**src/rtl/spi_reg_target_pkg.sv**
```systemverilog
// Shared types, opcodes and FSM encodings for the SPI register target.
package spi_reg_target_pkg;

    typedef logic [7:0] spi_byte_t;

    typedef enum logic [1:0] {
        XFER_NONE,
        XFER_WRITE,
        XFER_READ
    } xfer_kind_t;

    localparam spi_byte_t OPC_WRITE_DEF = 8'h02;
    localparam spi_byte_t OPC_READ_DEF  = 8'h03;

    localparam logic [2:0] ST_IDLE   = 3'd0;
    localparam logic [2:0] ST_OPCODE = 3'd1;
    localparam logic [2:0] ST_ADDR   = 3'd2;
    localparam logic [2:0] ST_WDATA  = 3'd3;
    localparam logic [2:0] ST_RDATA  = 3'd4;
    localparam logic [2:0] ST_IGNORE = 3'd5;

endpackage

```
**src/rtl/spi_reg_target_if.sv**
```systemverilog
// ZXUNO register bus as seen from the SPI target (master) and register file (slave).
interface spi_reg_target_if;
    import spi_reg_target_pkg::*;

    spi_byte_t reg_addr;
    spi_byte_t reg_wdata;
    spi_byte_t reg_rdata;
    logic      reg_wr;
    logic      reg_rd;

    modport master (output reg_addr, reg_wdata, reg_wr, reg_rd, input reg_rdata);
    modport slave  (input reg_addr, reg_wdata, reg_wr, reg_rd, output reg_rdata);

endinterface

```
**src/rtl/spi_reg_target_pin_sync.sv**
```systemverilog
// Two-flop synchronizers for the SPI pins plus a one-flop SCLK edge detector.
module spi_reg_target_pin_sync (
    input  logic clk,
    input  logic rst_n,
    input  logic cs_n_pin,
    input  logic sclk_pin,
    input  logic mosi_pin,
    output logic cs_n,
    output logic sclk_rise,
    output logic sclk_fall,
    output logic mosi,
    output logic sync_vld
);
    logic cs_n_p0, cs_n_p1;
    logic sclk_p0, sclk_p1, sclk_p2;
    logic mosi_p0, mosi_p1;
    logic vld_p0, vld_p1;

    always_ff @(posedge clk or negedge rst_n) begin
        if (!rst_n) begin
            cs_n_p0 <= 1'b1;
            cs_n_p1 <= 1'b1;
            sclk_p0 <= 1'b0;
            sclk_p1 <= 1'b0;
            sclk_p2 <= 1'b0;
            mosi_p0 <= 1'b0;
            mosi_p1 <= 1'b0;
            vld_p0  <= 1'b0;
            vld_p1  <= 1'b0;
        end else begin
            // stage p0/p1: metastability filter
            cs_n_p0 <= cs_n_pin;
            cs_n_p1 <= cs_n_p0;
            sclk_p0 <= sclk_pin;
            sclk_p1 <= sclk_p0;
            mosi_p0 <= mosi_pin;
            mosi_p1 <= mosi_p0;
            vld_p0  <= 1'b1;
            vld_p1  <= vld_p0;
            // stage p2: edge-detect history
            sclk_p2 <= sclk_p1;
        end
    end

    // sync_vld marks the first cycle whose synced levels came from the pins, not reset values.
    assign cs_n      = cs_n_p1;
    assign mosi      = mosi_p1;
    assign sclk_rise = sclk_p1 & ~sclk_p2;
    assign sclk_fall = ~sclk_p1 & sclk_p2;
    assign sync_vld  = vld_p1;

endmodule

```
**src/rtl/spi_reg_target.sv**
```systemverilog
// SPI mode-0 target that decodes opcode/address/data frames into ZXUNO register strobes.
module spi_reg_target
    import spi_reg_target_pkg::*;
#(
    parameter spi_byte_t OPC_WRITE = OPC_WRITE_DEF,
    parameter spi_byte_t OPC_READ  = OPC_READ_DEF
) (
    input  logic             clk,
    input  logic             rst_n,
    input  logic             spi_cs_n,
    input  logic             spi_sclk,
    input  logic             spi_mosi,
    output logic             spi_miso,
    output logic             spi_miso_oe,
    output logic             frame_active,
    spi_reg_target_if.master bus
);
    logic       cs_n_s, sclk_rise, sclk_fall, mosi_s, sync_vld;
    logic [2:0] state;
    logic [2:0] bit_cnt;
    spi_byte_t  rx_sh, tx_sh;
    logic       byte_vld_p3;
    logic       armed;
    xfer_kind_t kind;

    spi_reg_target_pin_sync u_sync (
        .clk       (clk),
        .rst_n     (rst_n),
        .cs_n_pin  (spi_cs_n),
        .sclk_pin  (spi_sclk),
        .mosi_pin  (spi_mosi),
        .cs_n      (cs_n_s),
        .sclk_rise (sclk_rise),
        .sclk_fall (sclk_fall),
        .mosi      (mosi_s),
        .sync_vld  (sync_vld)
    );

    // stage p3: receive shifter and byte completion flag
    always_ff @(posedge clk or negedge rst_n) begin
        if (!rst_n) begin
            bit_cnt     <= 3'd0;
            rx_sh       <= '0;
            byte_vld_p3 <= 1'b0;
        end else begin
            byte_vld_p3 <= 1'b0;
            if (cs_n_s) begin
                bit_cnt <= 3'd0;
            end else if (sclk_rise) begin
                rx_sh       <= {rx_sh[6:0], mosi_s};
                bit_cnt     <= bit_cnt + 3'd1;
                byte_vld_p3 <= (bit_cnt == 3'd7);
            end
        end
    end

    // stage p4: frame FSM and register strobes
    always_ff @(posedge clk or negedge rst_n) begin
        if (!rst_n) begin
            state         <= ST_IDLE;
            kind          <= XFER_NONE;
            armed         <= 1'b0;
            bus.reg_addr  <= '0;
            bus.reg_wdata <= '0;
            bus.reg_wr    <= 1'b0;
            bus.reg_rd    <= 1'b0;
        end else begin
            bus.reg_wr <= 1'b0;
            bus.reg_rd <= 1'b0;
            // Only a genuinely observed CS-high arms the target; a frame already running at reset is skipped.
            if (sync_vld && cs_n_s)
                armed <= 1'b1;
            if (cs_n_s) begin
                state <= ST_IDLE;
                kind  <= XFER_NONE;
            end else begin
                case (state)
                    ST_IDLE:   state <= armed ? ST_OPCODE : ST_IGNORE;
                    ST_OPCODE: if (byte_vld_p3) begin
                        if (rx_sh == OPC_WRITE) begin
                            state <= ST_ADDR;
                            kind  <= XFER_WRITE;
                        end else if (rx_sh == OPC_READ) begin
                            state <= ST_ADDR;
                            kind  <= XFER_READ;
                        end else begin
                            state <= ST_IGNORE;
                        end
                    end
                    ST_ADDR:   if (byte_vld_p3) begin
                        bus.reg_addr <= rx_sh;
                        if (kind == XFER_READ) begin
                            bus.reg_rd <= 1'b1;
                            state      <= ST_RDATA;
                        end else begin
                            state <= ST_WDATA;
                        end
                    end
                    ST_WDATA:  if (byte_vld_p3) begin
                        bus.reg_wdata <= rx_sh;
                        bus.reg_wr    <= 1'b1;
                    end
                    ST_RDATA:  if (byte_vld_p3)
                        bus.reg_rd <= 1'b1;
                    default:   ;
                endcase
            end
        end
    end

    // stage p5: transmit shifter and MISO pad
    always_ff @(posedge clk or negedge rst_n) begin
        if (!rst_n) begin
            tx_sh       <= '0;
            spi_miso    <= 1'b1;
            spi_miso_oe <= 1'b0;
        end else begin
            spi_miso_oe <= ~cs_n_s;
            // The fall right after a byte boundary must not shift: bit 7 of the new byte is already on MISO.
            if (bus.reg_rd)
                tx_sh <= bus.reg_rdata;
            else if (sclk_fall && !cs_n_s && bit_cnt != 3'd0)
                tx_sh <= {tx_sh[6:0], 1'b1};
            spi_miso <= (state == ST_RDATA) ? tx_sh[7] : 1'b1;
        end
    end

    assign frame_active = ~cs_n_s & (state != ST_IDLE);

endmodule
```
**src/flat_wrapper.sv**
```systemverilog
// flat-port wrapper written by rule: the top's interface ports become plain ports
module spi_reg_target_flat import spi_reg_target_pkg::*;
#(
    parameter spi_byte_t OPC_WRITE = OPC_WRITE_DEF,
    parameter spi_byte_t OPC_READ  = OPC_READ_DEF
)
  (clk, rst_n, spi_cs_n, spi_sclk, spi_mosi, spi_miso, spi_miso_oe, frame_active, bus_reg_addr, bus_reg_wdata, bus_reg_wr, bus_reg_rd, bus_reg_rdata);
  spi_reg_target_if bus_i ();
  input  logic clk;
  input  logic rst_n;
  input  logic spi_cs_n;
  input  logic spi_sclk;
  input  logic spi_mosi;
  output logic spi_miso;
  output logic spi_miso_oe;
  output logic frame_active;
  output wire logic [$bits(bus_i.reg_addr)-1:0] bus_reg_addr;
  output wire logic [$bits(bus_i.reg_wdata)-1:0] bus_reg_wdata;
  output wire logic [$bits(bus_i.reg_wr)-1:0] bus_reg_wr;
  output wire logic [$bits(bus_i.reg_rd)-1:0] bus_reg_rd;
  input wire logic [$bits(bus_i.reg_rdata)-1:0] bus_reg_rdata;
  assign bus_reg_addr = bus_i.reg_addr;
  assign bus_reg_wdata = bus_i.reg_wdata;
  assign bus_reg_wr = bus_i.reg_wr;
  assign bus_reg_rd = bus_i.reg_rd;
  assign bus_i.reg_rdata = bus_reg_rdata;
  spi_reg_target #(.OPC_WRITE(OPC_WRITE), .OPC_READ(OPC_READ)) u_core (.clk(clk), .rst_n(rst_n), .spi_cs_n(spi_cs_n), .spi_sclk(spi_sclk), .spi_mosi(spi_mosi), .spi_miso(spi_miso), .spi_miso_oe(spi_miso_oe), .frame_active(frame_active), .bus(bus_i));
endmodule
```
**config.mk**
```make
export PLATFORM = sky130hd
export DESIGN_NAME = spi_reg_target_flat
export DESIGN_NICKNAME = d
export VERILOG_FILES = /design/src/rtl/spi_reg_target_pkg.sv /design/src/rtl/spi_reg_target_if.sv /design/src/rtl/spi_reg_target_pin_sync.sv /design/src/rtl/spi_reg_target.sv /design/src/flat_wrapper.sv
export SDC_FILE = /design/constraint.sdc
export NUM_CORES = 1
export LEC_CHECK = 0
export BUFFER_PORTS_ARGS = -buffer_cell sky130_fd_sc_hd__buf_2
export CAP_MARGIN = 0
export CELL_PAD_IN_SITES_DETAIL_PLACEMENT = 1
export CELL_PAD_IN_SITES_GLOBAL_PLACEMENT = 2
export CORE_MARGIN = 2
export CORE_UTILIZATION = 38
export DETAILED_ROUTE_END_ITERATION = 8
export GPL_ROUTABILITY_DRIVEN = 0
export PLACE_DENSITY = 0.78
export REMOVE_ABC_BUFFERS = 1
export SLEW_MARGIN = 20
export SYNTH_ARGS = -nofsm -noshare
export SYNTH_HDL_FRONTEND = slang
export SYNTH_HIERARCHICAL = 1
export SYNTH_SLANG_ARGS = --single-unit
```
**constraint.sdc**
```tcl
create_clock -name clk -period 1.64 [get_ports clk]
set_input_delay 0.246 -clock clk [delete_from_list [all_inputs] [get_ports clk]]
set_output_delay 0.246 -clock clk [all_outputs]
set_load 0.05 [all_outputs]
```
==> flow_metrics.py, run 1 <==
metrics = {
    "sta": {
        "setup_tns_ps": 0,
        "finalMaxSlewViolations": 0,
        "fin_crit_sh_pct": 96.05,
        "period_minus_slack_ps": 1575,
        "max_freq_mhz": 634.8,
        "hold_viol": 0,
        "setup_ws_ps": 64.81,
        "clock-skew-final_ps": 11.40,
        "fin_hold_ws_ps": 29.62,
        "setup_viol": 0,
    },
    "worst_setup_path": {
        "crit_fanout": 3,
        "worstPathArrival_ps": 1330,
        "start_kind": "flop",
        "worstSetupPathType": "reg2out",
        "end_kind": "output pin",
        "worstPathRequired_ps": 1390,
    },
    "route": {
        "first_pass_iters": 6,
        "antenna_left": 0,
        "viasPerCell": 4.972,
        "vias": 1427,
        "drt_iter0_markers": 53,
        "drc": 0,
        "wl_per_cell_um": 15.53,
        "drt-total-wl_um": 4456,
    },
    "layout": {
        "num-fill-cells": 607,
        "antenna-diode-count": 0,
        "syn_to_final_growth_pct": 19.75,
        "drive_above_1_share_pct": 41.86,
        "final_cell_mix": "dfrtp_1, buf_2, mux2_2",
        "final_common_cell": "dfrtp_1",
        "post-route-cell-area_um2": 2678,
        "final_nets": 230,
        "fin_util_pct": 47.75,
    },
    "global_route": {
        "grt_use_total_pct": 15.64,
        "grt_overflow": 0,
        "antenna_found_initial": 0,
        "first_global_vias": 1607,
        "grt_use_met2_pct": 27.42,
        "grt_max_degree": 56,
        "grt_first_pass_wirelength_um": 7762,
        "met1_usage_pct": 19.01,
        "grtUsageMet3_pct": 3.483,
        "grt.busiest_layer": "met2",
    },
    "yosys": {
        "syn_inst": 168,
        "synth_warnings": 6,
        "synth_ff_type": "dfrtp_1",
        "ys_seq_area_share_pct": 61.72,
        "synth.cell_area_um2": 2236,
        "syn-mean-instance-area_um2": 13.31,
        "ys_seq_elements": 55,
        "synth.distinct_cells": 40,
        "synth_edf_count": 0,
        "synth_async_sr_flop_share_pct": 100.0,
    },
    "clocking": {
        "cts_buffers": 5,
        "path_clk_slew_ps": 90,
        "clk_latency_ps": 300,
        "cts_sinks": 55,
        "cts.path.max_buffers": 2,
        "cts_tree": "yes",
        "htreeDepth": 2,
        "cts_root_buf": "clkbuf_8",
    },
    "die": {
        "core.rowCount": 27,
        "die_h_um": 80.71,
        "chipWidth_um": 80.71,
        "dieArea_um2": 6513,
        "start_util_pct": 39.87,
        "core_um2": 5608,
        "io_pins": 34,
    },
    "power_and_ir_drop": {
        "leakage_nw": 1.284,
        "peakVddDrop_uv": 565.6,
        "p_per_area_nw_per_um2": 1114,
    },
    "hold_path": {
        "worst_hold_path_type": "in2reg",
    },
    "place": {
        "dp_slack_ps": 5.806,
        "io_buffers": 33,
        "dpl-instance-area_um2": 2511,
        "hpwl_um": 3109,
    },
    "flow_run": {
        "drv_cap": 0,
    },
    "outcome": {
        "status": "complete, no violations",
    },
}
## layer usage
layer	share of wire [%]	up-vias
met4	1.3	0
met5	0	-
li1	-	667
met1	44	720
met3	3.8	8
met2	51	32
## per-stage QoR
step	power, mW	std cells
global route	3.166	287
finish	2.984	287
CTS	3.011	284
detailed placement	2.096	273
global placement	2.066	273
floorplan	1.926	163
## area by class of cell
class / instances / area [µm²] / share of cell area (%)
inverter: 6 / 22.52 / 0.8411
timing repair buffer: 44 / 265.3 / 9.907
clock inverter: 2 / 37.54 / 1.402
clock buffer: 6 / 72.57 / 2.710
multi-input combinational: 102 / 807.0 / 30.14
tap: 72 / 90.09 / 3.364
sequential: 55 / 1383 / 51.64
## where the power goes
part / internal (mW) / leakage [nW] / switching [mW]
Combinational: 0.237 / 0.555 / 0.267
Sequential: 1.47 / 0.678 / 0.140
Clock: 0.456 / 0.0514 / 0.409
Total: 2.17 / 1.28 / 0.816
## Yosys cell counts (2+ instances only)
library cell	count	area (µm²)
dfrtp_1	52	1301
mux2_2	22	247.7
nand2_1	12	45.04
o21ai_0	12	60.06
mux2i_1	10	100.1
inv_1	6	22.52
nor2_1	6	22.52
nor2b_1	6	37.54
a21oi_1	3	15.01
buf_2	3	15.01
dfstp_2	3	78.83
ha_1	3	37.54
a211oi_1	2	15.01
and3_1	2	12.51
## cells by family (layout without fill, tap and decap cells)
kind of cell	after synthesis	count (layout)	share of synthesized area, %
compound gates	23	23	6.548
xor+xnor	1	1	0.3918
fa+ha+maj	3	3	1.679
buf+inv	11	58	2.350
flops	55	55	61.72
mux	32	32	15.56
other cells	1	1	0.1677
simple gates	42	42	11.59
## registers in the layout, summed over array words and instances, names as in the netlist, 2 cells and up
register,flops
u_core/bus.reg_wdata,8
u_core/tx_sh,8
u_core/kind,2
u_core/bus.reg_addr,8
u_core/state,3
u_core/bit_cnt,3
u_core/rx_sh,8
## final timing paths
check	startpoint	end	slack, ps	cells after the start
worst max-delay path	u_core/state[0]$_DFFE_PN0P_	frame_active	60	3
worst max register to register	u_core/bit_cnt[0]$_DFFE_PN0P_	u_core/tx_sh[3]$_DFFE_PN0P_	120	6
worst min-delay path	spi_cs_n	u_core/u_sync/cs_n_p0$_DFF_PN1_	30	1
worst min register to register	u_core/u_sync/cs_n_p0$_DFF_PN1_	u_core/u_sync/cs_n$_DFF_PN1_	360	0
max in group asynchronous	rst_n	u_core/spi_miso$_DFF_PN1_	870	3
min in group asynchronous	rst_n	u_core/u_sync/sync_vld$_DFF_PN0_	450	3
## critical path, stage by stage, from the launching register on
cell     delay, ps
dfrtp_2        410
or2_4          260
o21a_1         180
buf_4          190
## timing repair
action                     CTS  global route
buffers inserted             2             3
resized for setup            3             3
hold buffers                 1             0
setup endpoints to repair    3             1
hold endpoints to repair    52             0
Note: power is estimated with default switching activity, not from simulation.
==> run 2, diff against run 1 <==
- CORE_UTILIZATION: 38 -> 34
- PLACE_DENSITY: 0.78 -> 0.74
- clock period: 1.64 -> 1.4 ns (I/O delays scaled with it)
==> run 2 against run 1 <==
  * First-iteration DRC count fell by 51%
  * Sequential cell count did not move
  * Combinational power rose by 78%
  * Sequential power rose by 17%
  * Register-to-register slack got worse by 230 ps
  * Critical path depth did not move
  * Core utilization fell by 1.6 points
  * Power rose by 21%
  * The run now ends with negative setup slack left
  * Worst setup slack got worse by 180 ps
  * Clock skew fell by 4.5 ps
==> flow_metrics.py, run 2 (same netlist as run 1, synthesis figures left out) <==
metrics = {
    "route": {
        "antenna_left": 0,
        "vias": 1455,
        "viasPerCell": 4.694,
        "first_pass_iters": 3,
        "drt-total-wl_um": 4460,
        "drc": 0,
        "wl_per_cell_um": 14.39,
        "drt_iter0_markers": 26,
    },
    "layout": {
        "syn_to_final_growth_pct": 30.95,
        "final_common_cell": "dfrtp_1",
        "multi_input_area_um2": 899.6,
        "drive_above_1_share_pct": 51.07,
        "antenna-diode-count": 0,
        "num-fill-cells": 677,
        "regArea_um2": 1384,
        "final_cell_mix": "dfrtp_1, buf_2, mux2_2",
        "final_nets": 248,
    },
    "sta": {
        "fin_hold_ws_ps": 126.6,
        "rsz0062_at_grt": "yes",
        "fin_crit_sh_pct": 108.0,
        "period_minus_slack_ps": 1512,
        "setup_viol": 3,
        "hold_viol": 0,
        "clock-skew-final_ps": 6.920,
        "setup_ws_ps": -112.5,
        "max_freq_mhz": 661.2,
        "finalMaxSlewViolations": 0,
    },
    "worst_setup_path": {
        "max_stage_delay_ps": 430,
        "start_kind": "flop",
        "crit_family": "flip-flops",
        "worstPathRequired_ps": 1190,
        "path_cells": "or2_4 -> o21a_1 -> buf_6",
        "r2r_end": "u_core/state[2]$_DFFE_PN0P_",
        "worstSetupPathType": "reg2out",
        "path_buf_inv": 1,
        "crit_slowest_cell": "dfrtp_2",
        "r2r_start": "u_core/state[0]$_DFFE_PN0P_",
        "reg2reg_slack_ps": -110,
        "crit_fanout": 3,
        "worstPathArrival_ps": 1300,
        "end_kind": "output pin",
        "r2r_cells": 5,
    },
    "clocking": {
        "cts.path.max_buffers": 2,
        "cts_tree": "yes",
        "cts_root_buf": "clkbuf_8",
        "path_clk_slew_ps": 90,
        "cts_buffers": 5,
        "cts_sinks": 55,
        "clk_latency_ps": 300,
        "htreeDepth": 2,
    },
    "hold_path": {
        "hold_start": "bus_reg_rdata[5]",
        "worst_hold_path_type": "in2reg",
        "hold_end": "u_core/tx_sh[5]$_DFFE_PN0P_",
        "whs_path_depth": 3,
    },
    "global_route": {
        "first_global_vias": 1600,
        "grt_max_degree": 23,
        "grt_first_pass_wirelength_um": 7507,
        "grt_use_total_pct": 13.08,
        "antenna_found_initial": 0,
        "grt_overflow": 0,
    },
    "place": {
        "io_buffers": 33,
        "dp_slack_ps": -66.04,
        "hpwl_um": 3182,
    },
    "die": {
        "start_util_pct": 35.21,
        "io_pins": 34,
        "chipWidth_um": 85.10,
        "core_um2": 6350,
        "dieArea_um2": 7241,
        "core.rowCount": 29,
        "die_h_um": 85.10,
    },
    "power_and_ir_drop": {
        "peakVddDrop_uv": 751.9,
        "leakage_nw": 1.387,
        "p_per_area_nw_per_um2": 1234,
    },
    "outcome": {
        "status": "finished, violations left",
        "violations": "negative setup slack",
    },
    "flow_run": {
        "drv_cap": 0,
    },
}
==> run 2: cell types whose count changed in the layout (fill, tap and decap cells not counted), sizes merged <==
cell	change
clkinv	+1
clkbuf	+1
clkinvlp	-1
buf	+15
dlygate4sd3	+3
bufinv	-1
==> run 2: layout make-up <==
type | count | area share (%)
clock buffer | 7 | 2.607
clock inverter | 1 | 0.1709
inverter | 6 | 0.7692
multi-input combinational | 102 | 30.73
sequential | 55 | 47.27
tap | 77 | 3.291
timing repair buffer | 62 | 15.17
==> run 2: layer usage <==
metal  track usage, %  wire, µm  up-vias
li1                 -         -      698
met1            16.50      1971      728
met2            22.51      2267       25
met3            3.502       178        4
met4            3.030        43        0
met5                0         0        -
==> run 2: worst register-to-register path, delay by kind of cell, from the launching register on <==
family	cells	cell delay (ps)
simple gates	2	330
flops	1	410
buf+inv	2	320
compound gates	1	340
==> run 2: through the flow <==
step / setup TNS [ps] / util (%) / cell area [µm²] / power (mW) / std cells
finish: -255.7 / 46.11 / 2928 / 3.613 / 310
global route: -1030 / 46.11 / 2928 / 3.821 / 310
CTS: -273.9 / 44.71 / 2839 / 3.586 / 306
detailed placement: -164.6 / 41.58 / 2640 / 2.599 / 291
global placement: -8.909 / 41.58 / 2640 / 2.583 / 291
floorplan: -2009 / - / 2206 / 2.256 / 163
==> run 2: worst max-delay path by stage <==
stage,start,to,depth (start not counted)
after floorplan,u_core/u_sync/sclk_p2$_DFF_PN0_,u_core/rx_sh[1]$_DFFE_PN0P_,3
after global placement,u_core/state[0]$_DFFE_PN0P_,u_core/state[2]$_DFFE_PN0P_,4
after detailed placement,u_core/state[0]$_DFFE_PN0P_,u_core/state[2]$_DFFE_PN0P_,4
after CTS,u_core/state[1]$_DFFE_PN0P_,frame_active,3
after global routing,u_core/state[0]$_DFFE_PN0P_,frame_active,3
final,u_core/state[1]$_DFFE_PN0P_,frame_active,3
==> run 2: repair_timing <==
action / in CTS / in global routing
pin swaps: 6 / 12
endpoints found under the hold margin: 13 / 0
gates cloned: 0 / 0
setup buffers: 3 / 4
hold buffers: 4 / 0
setup endpoints to repair: 17 / 36
gates resized for setup: 15 / 20
==> run 2: power by group <==
group          switching, mW  internal [mW]
clock network          0.481          0.353
registers              0.151           1.73
logic                  0.425          0.473
total                   1.06           2.56
